$ cat src/rtl/ram_port_arbiter.sv
// Two-requester arbiter in front of a dual-port RAM: independent round-robin per RAM port,
// registered RAM commands, tagged read return. Define RAM_ARB_RAW_BYPASS_EN for same-address write-to-read bypass.
module ram_port_arbiter #(
   parameter int DATA_WIDTH = 64,
   parameter int ADDR_WIDTH = 12,
   parameter int RD_LATENCY = 1
) (
   input  logic                  clk,
   input  logic                  resetn,
   input  logic                  a_req,
   input  logic                  a_we,
   input  logic [ADDR_WIDTH-1:0] a_addr,
   input  logic [DATA_WIDTH-1:0] a_wdata,
   output logic                  a_gnt,
   output logic                  a_rvalid,
   output logic [DATA_WIDTH-1:0] a_rdata,
   input  logic                  b_req,
   input  logic                  b_we,
   input  logic [ADDR_WIDTH-1:0] b_addr,
   input  logic [DATA_WIDTH-1:0] b_wdata,
   output logic                  b_gnt,
   output logic                  b_rvalid,
   output logic [DATA_WIDTH-1:0] b_rdata,
   output logic                  ram_write,
   output logic [ADDR_WIDTH-1:0] ram_wr_address,
   output logic [DATA_WIDTH-1:0] ram_data_in,
   output logic                  ram_read,
   output logic [ADDR_WIDTH-1:0] ram_rd_address,
   input  logic [DATA_WIDTH-1:0] ram_data_out
);

   localparam int DEPTH = RD_LATENCY + 1;

   typedef enum logic {PRI_A = 1'b0, PRI_B = 1'b1} pri_e;

   pri_e wrPri_q, wrPri_d, rdPri_q, rdPri_d;
   logic aWrElig, bWrElig, aRdElig, bRdElig;
   logic aWrGnt, bWrGnt, aRdGnt, bRdGnt;

   logic                  ramWrite_q, ramWrite_d;
   logic [ADDR_WIDTH-1:0] ramWrAddr_q, ramWrAddr_d;
   logic [DATA_WIDTH-1:0] ramDataIn_q, ramDataIn_d;
   logic                  ramRead_q, ramRead_d;
   logic [ADDR_WIDTH-1:0] ramRdAddr_q, ramRdAddr_d;

   logic [DEPTH-1:0]      vld_q, vld_d, tag_q, tag_d;
   logic [DATA_WIDTH-1:0] retData;

   assign aWrElig = a_req & a_we;
   assign bWrElig = b_req & b_we;
   assign aRdElig = a_req & ~a_we;
   assign bRdElig = b_req & ~b_we;

   always_ff @(posedge clk or negedge resetn) begin
      if (!resetn) begin
         wrPri_q <= PRI_A;
         rdPri_q <= PRI_A;
      end else begin
         wrPri_q <= wrPri_d;
         rdPri_q <= rdPri_d;
      end
   end

   // The pointer only moves when both requesters contend for the same port.
   always_comb begin
      wrPri_d = wrPri_q;
      rdPri_d = rdPri_q;
      if (aWrElig && bWrElig) wrPri_d = (wrPri_q == PRI_A) ? PRI_B : PRI_A;
      if (aRdElig && bRdElig) rdPri_d = (rdPri_q == PRI_A) ? PRI_B : PRI_A;
   end

   always_comb begin
      aWrGnt = 1'b0;
      bWrGnt = 1'b0;
      aRdGnt = 1'b0;
      bRdGnt = 1'b0;
      if (resetn) begin
         aWrGnt = aWrElig & (~bWrElig | (wrPri_q == PRI_A));
         bWrGnt = bWrElig & (~aWrElig | (wrPri_q == PRI_B));
         aRdGnt = aRdElig & (~bRdElig | (rdPri_q == PRI_A));
         bRdGnt = bRdElig & (~aRdElig | (rdPri_q == PRI_B));
      end
   end

   assign a_gnt = aWrGnt | aRdGnt;
   assign b_gnt = bWrGnt | bRdGnt;

   // Addresses and data hold their last value when a port is idle.
   always_comb begin
      ramWrite_d  = aWrGnt | bWrGnt;
      ramWrAddr_d = ramWrAddr_q;
      ramDataIn_d = ramDataIn_q;
      ramRead_d   = aRdGnt | bRdGnt;
      ramRdAddr_d = ramRdAddr_q;
      if (aWrGnt) begin
         ramWrAddr_d = a_addr;
         ramDataIn_d = a_wdata;
      end else if (bWrGnt) begin
         ramWrAddr_d = b_addr;
         ramDataIn_d = b_wdata;
      end
      if (aRdGnt)      ramRdAddr_d = a_addr;
      else if (bRdGnt) ramRdAddr_d = b_addr;
   end

   always_ff @(posedge clk or negedge resetn) begin
      if (!resetn) begin
         ramWrite_q  <= 1'b0;
         ramWrAddr_q <= '0;
         ramDataIn_q <= '0;
         ramRead_q   <= 1'b0;
         ramRdAddr_q <= '0;
      end else begin
         ramWrite_q  <= ramWrite_d;
         ramWrAddr_q <= ramWrAddr_d;
         ramDataIn_q <= ramDataIn_d;
         ramRead_q   <= ramRead_d;
         ramRdAddr_q <= ramRdAddr_d;
      end
   end

   assign ram_write      = ramWrite_q;
   assign ram_wr_address = ramWrAddr_q;
   assign ram_data_in    = ramDataIn_q;
   assign ram_read       = ramRead_q;
   assign ram_rd_address = ramRdAddr_q;

   // Stage 0 mirrors ram_read; the last stage lines up with valid ram_data_out. Tag 1 means B.
   always_comb begin
      vld_d = {vld_q[DEPTH-2:0], ramRead_d};
      tag_d = {tag_q[DEPTH-2:0], bRdGnt};
   end

   always_ff @(posedge clk or negedge resetn) begin
      if (!resetn) begin
         vld_q <= '0;
         tag_q <= '0;
      end else begin
         vld_q <= vld_d;
         tag_q <= tag_d;
      end
   end

`ifdef RAM_ARB_RAW_BYPASS_EN
   logic                                   collide;
   logic [RD_LATENCY:1]                    hit_q, hit_d;
   logic [RD_LATENCY:1][DATA_WIDTH-1:0]    byp_q, byp_d;

   assign collide = ramRead_q & ramWrite_q & (ramRdAddr_q == ramWrAddr_q);

   // Write data rides alongside the read tag so the collision result is the new value.
   always_comb begin
      hit_d    = hit_q;
      byp_d    = byp_q;
      hit_d[1] = collide;
      byp_d[1] = ramDataIn_q;
      for (int k = 2; k <= RD_LATENCY; k++) begin
         hit_d[k] = hit_q[k-1];
         byp_d[k] = byp_q[k-1];
      end
   end

   always_ff @(posedge clk or negedge resetn) begin
      if (!resetn) begin
         hit_q <= '0;
         byp_q <= '0;
      end else begin
         hit_q <= hit_d;
         byp_q <= byp_d;
      end
   end

   assign retData = hit_q[RD_LATENCY] ? byp_q[RD_LATENCY] : ram_data_out;
`else
   assign retData = ram_data_out;
`endif

   assign a_rvalid = vld_q[DEPTH-1] & ~tag_q[DEPTH-1];
   assign b_rvalid = vld_q[DEPTH-1] & tag_q[DEPTH-1];
   assign a_rdata  = a_rvalid ? retData : '0;
   assign b_rdata  = b_rvalid ? retData : '0;

endmodule
$ cat config.mk
export PLATFORM = sky130hd
export DESIGN_NAME = ram_port_arbiter
export DESIGN_NICKNAME = d
export VERILOG_FILES = /design/src/rtl/ram_port_arbiter.sv
export SDC_FILE = /design/constraint.sdc
export NUM_CORES = 1
export LEC_CHECK = 0
export ABC_AREA = 1
export CORE_AREA = 10 10 163 165
export CTS_BUF_LIST = sky130_fd_sc_hd__clkbuf_4 sky130_fd_sc_hd__clkbuf_8
export DETAILED_ROUTE_END_ITERATION = 10
export DIE_AREA = 0 0 173 175
export PLACE_DENSITY = 0.71
export SLEW_MARGIN = 20
export SYNTH_ARGS = -nofsm -noshare
export SYNTH_HDL_FRONTEND = slang
export SYNTH_SLANG_ARGS = --single-unit
export TNS_END_PERCENT = 5
$ cat constraint.sdc
create_clock -name clk -period 1.5 [get_ports clk]
set_clock_uncertainty 0.05 [all_clocks]
set_input_delay 0.15 -clock clk [delete_from_list [all_inputs] [get_ports clk]]
set_output_delay 0.15 -clock clk [all_outputs]
set_load 0.05 [all_outputs]
==> results.ini <==
[synth]
syn_nets=1133
synth_most_common_cell=nand2_1
synth_area_um2=5950
async_reset_ff_frac=1.00
yosysSeqAreaShare=0.400
yosys-top-cells-area=dfrtp_1 40%, nand2_1 18%, nand3b_1 9.7%
yosys.area.top_type=dfrtp_1
synth_top_area_frac=0.400
syn-instance-count=911
synth-seq-cells=95
synthTopCellsByCount=288 x nand2_1, 147 x inv_1, 133 x nor2_1
synth_ff_type=dfrtp_1
synth-edff-count=0
synth.avg_cell_area_um2=6.53
synth_cell_types=17
yosys_warnings=0

[run_status]
violations=negative setup slack
outcome=finished, violations left

[sta]
hold_viol=0
relSlewSlack=0.447
min_period_ps=1780
final_max_slew_viol_count=0
tightest_slew_ps=829
rsz0062_at_grt=yes
holdWs_ps=99.3
setup_viol=132
fmax_ghz=0.561
setup_slack_ps=-282
min_period_over_period=1.19

[die]
die_h_um=175
ios=444
initial_utilization=0.256
rows=56
die_area_um2=30300
die_w_um=173
core_um2=23300

[global_route]
grt_antenna_before_repair=5
grt_usage=0.196
grt_max_degree=63
grt_pass1_wl_um=47100
grt_pass1_vias=7608
overflow=0

[hold_path]
hp-class=in2reg

[final_layout]
drive_gt1_frac=0.323
design_area_um2=12600
layout.nets=1581
syn_to_final_growth_pct=112
stdcell_count=1687

[worst_setup_path]
cp-start-kind=register
critPathMaxStageDelay_ps=430
cp_data_required_time_ps=1300
critPathKind=reg2out
cp.buffers_inverters=4
cp.arrival_ps=1580
path_cells=inv_2, nor2_4, inv_8, buf_12, nor2_2, buf_6
worst_path_max_delay_cell=dfrtp_2
cp-end-kind=primary output
path_max_fanout=15
path_delay_family=buffers and inverters

[pwr]
p_total_mw=10.9
powerDensity_nw_per_um2=870
power_leakage_nw=6.29
vdd_drop_max_uv=536

[routing]
drtIter0Drc=530
vias_per_cell=4.47
wl_um=31800
wire_per_inst_um=18.9
via_count=7549
drtPass1Iterations=5
ant_nets=0
drc=0

[clocking]
clock_latency_ps=380
cts_buffer_depth=2
htreeDepth=3
clkTransAtPathRegs_ps=110
cts_root_buf=clkbuf_8
cts_tree=done
cts_buffers=9
cts.sinks=95

[placed_design]
pre_cts_slack_ps=-226
routabilityCongestion=0.884
post_dp_cell_area_um2=11600
io_buffers=443
placed_cells=1661
hpwl_um=25200

[flow_run]
drv_cap=0

[metal layers]
metal / routed length [um] / track usage
met1: 12300 / 0.222
met2: 16600 / 0.356
met3: 2260 / 0.0550
met4: 655 / 0.0507
met5: 0 / 0
[flip-flops by register name (all words and copies together), names as in the netlist]
name            count
ram_data_in        64
ram_rd_address     12
ram_wr_address     12
ram_write           1
rdPri_q             1
tag_q               2
vld_q               2
wrPri_q             1
[tightest hold or removal path, stage by stage]
cell and delay, ps:
dlymetal6s2s_1 150, nor2_2 80, nand2_1 70, xor2_1 60
[area by class of cell]
class / count / area (um^2)
fill: 2144 / 10700
clock buffer: 10 / 131
tap: 319 / 399
clock inverter: 6 / 73.8
multi-input combinational: 605 / 3260
timing repair buffer: 496 / 5750
sequential: 95 / 2380
inverter: 152 / 578
antenna: 4 / 10.0
[where the power goes]
| group | internal [mW] | total [mW] | switching [mW] |
|---|---|---|---|
| Clock | 0.814 | 1.84 | 1.02 |
| Combinational | 2.12 | 5.75 | 3.64 |
| Sequential | 3.04 | 3.36 | 0.318 |
| Total | 5.97 | 10.9 | 4.98 |
[path summary, 6_finish.rpt]
check                         start              end  slack (ps)  cells past startpoint
max                        vld_q[1]      a_rdata[29]        -280                      6
min                            a_we          rdPri_q         100                      4
max reg2reg                 wrPri_q   ram_data_in[4]         110                      6
min reg2reg                tag_q[0]         tag_q[1]         310                      0
max in group asynchronous    resetn  ram_data_in[27]         170                      3
min in group asynchronous    resetn          wrPri_q         150                      2
[placed cells by master (no fill, tap or decap), types with 5 or more instances in the layout]
| cell type | count |
|---|---|
| buf_8 | 20 |
| buf_6 | 48 |
| clkbuf_8 | 9 |
| nor2_4 | 41 |
| nand2_1 | 282 |
| nand3_1 | 100 |
| inv_1 | 144 |
| buf_4 | 117 |
| dfrtp_1 | 93 |
| nand3b_1 | 77 |
| nand2_2 | 5 |
| inv_2 | 7 |
| clkdlybuf4s50_1 | 218 |
| buf_12 | 89 |
| nor2_2 | 90 |
[stage by stage]
step / util / TNS (ps)
2_1_floorplan: - / -22260
3_3_place_gp: 0.500 / -11470
3_5_place_dp: 0.500 / -14920
4_1_cts: 0.532 / -33280
5_1_grt: 0.541 / -35560
6_report: 0.541 / -24830
[repair_timing]
item	CTS	global route
setup endpoints to repair	132	132
gates cloned	1	0
hold endpoints to repair	46	0
buffers inserted	2	2
hold buffers	1	0
pin swaps	2	3
gates resized for setup	146	52
[cells by family after synthesis]
kind of cell | count (synthesis) | synth area share
and+or+nand+nor | 602 | 0.453
xor gates and xnor gates | 2 | 0.00295
AOI/OAI and AO/OA | 1 | 0.000841
buffers and inverters | 211 | 0.144
DFF | 95 | 0.400
Power figures use the tool's default switching activity.
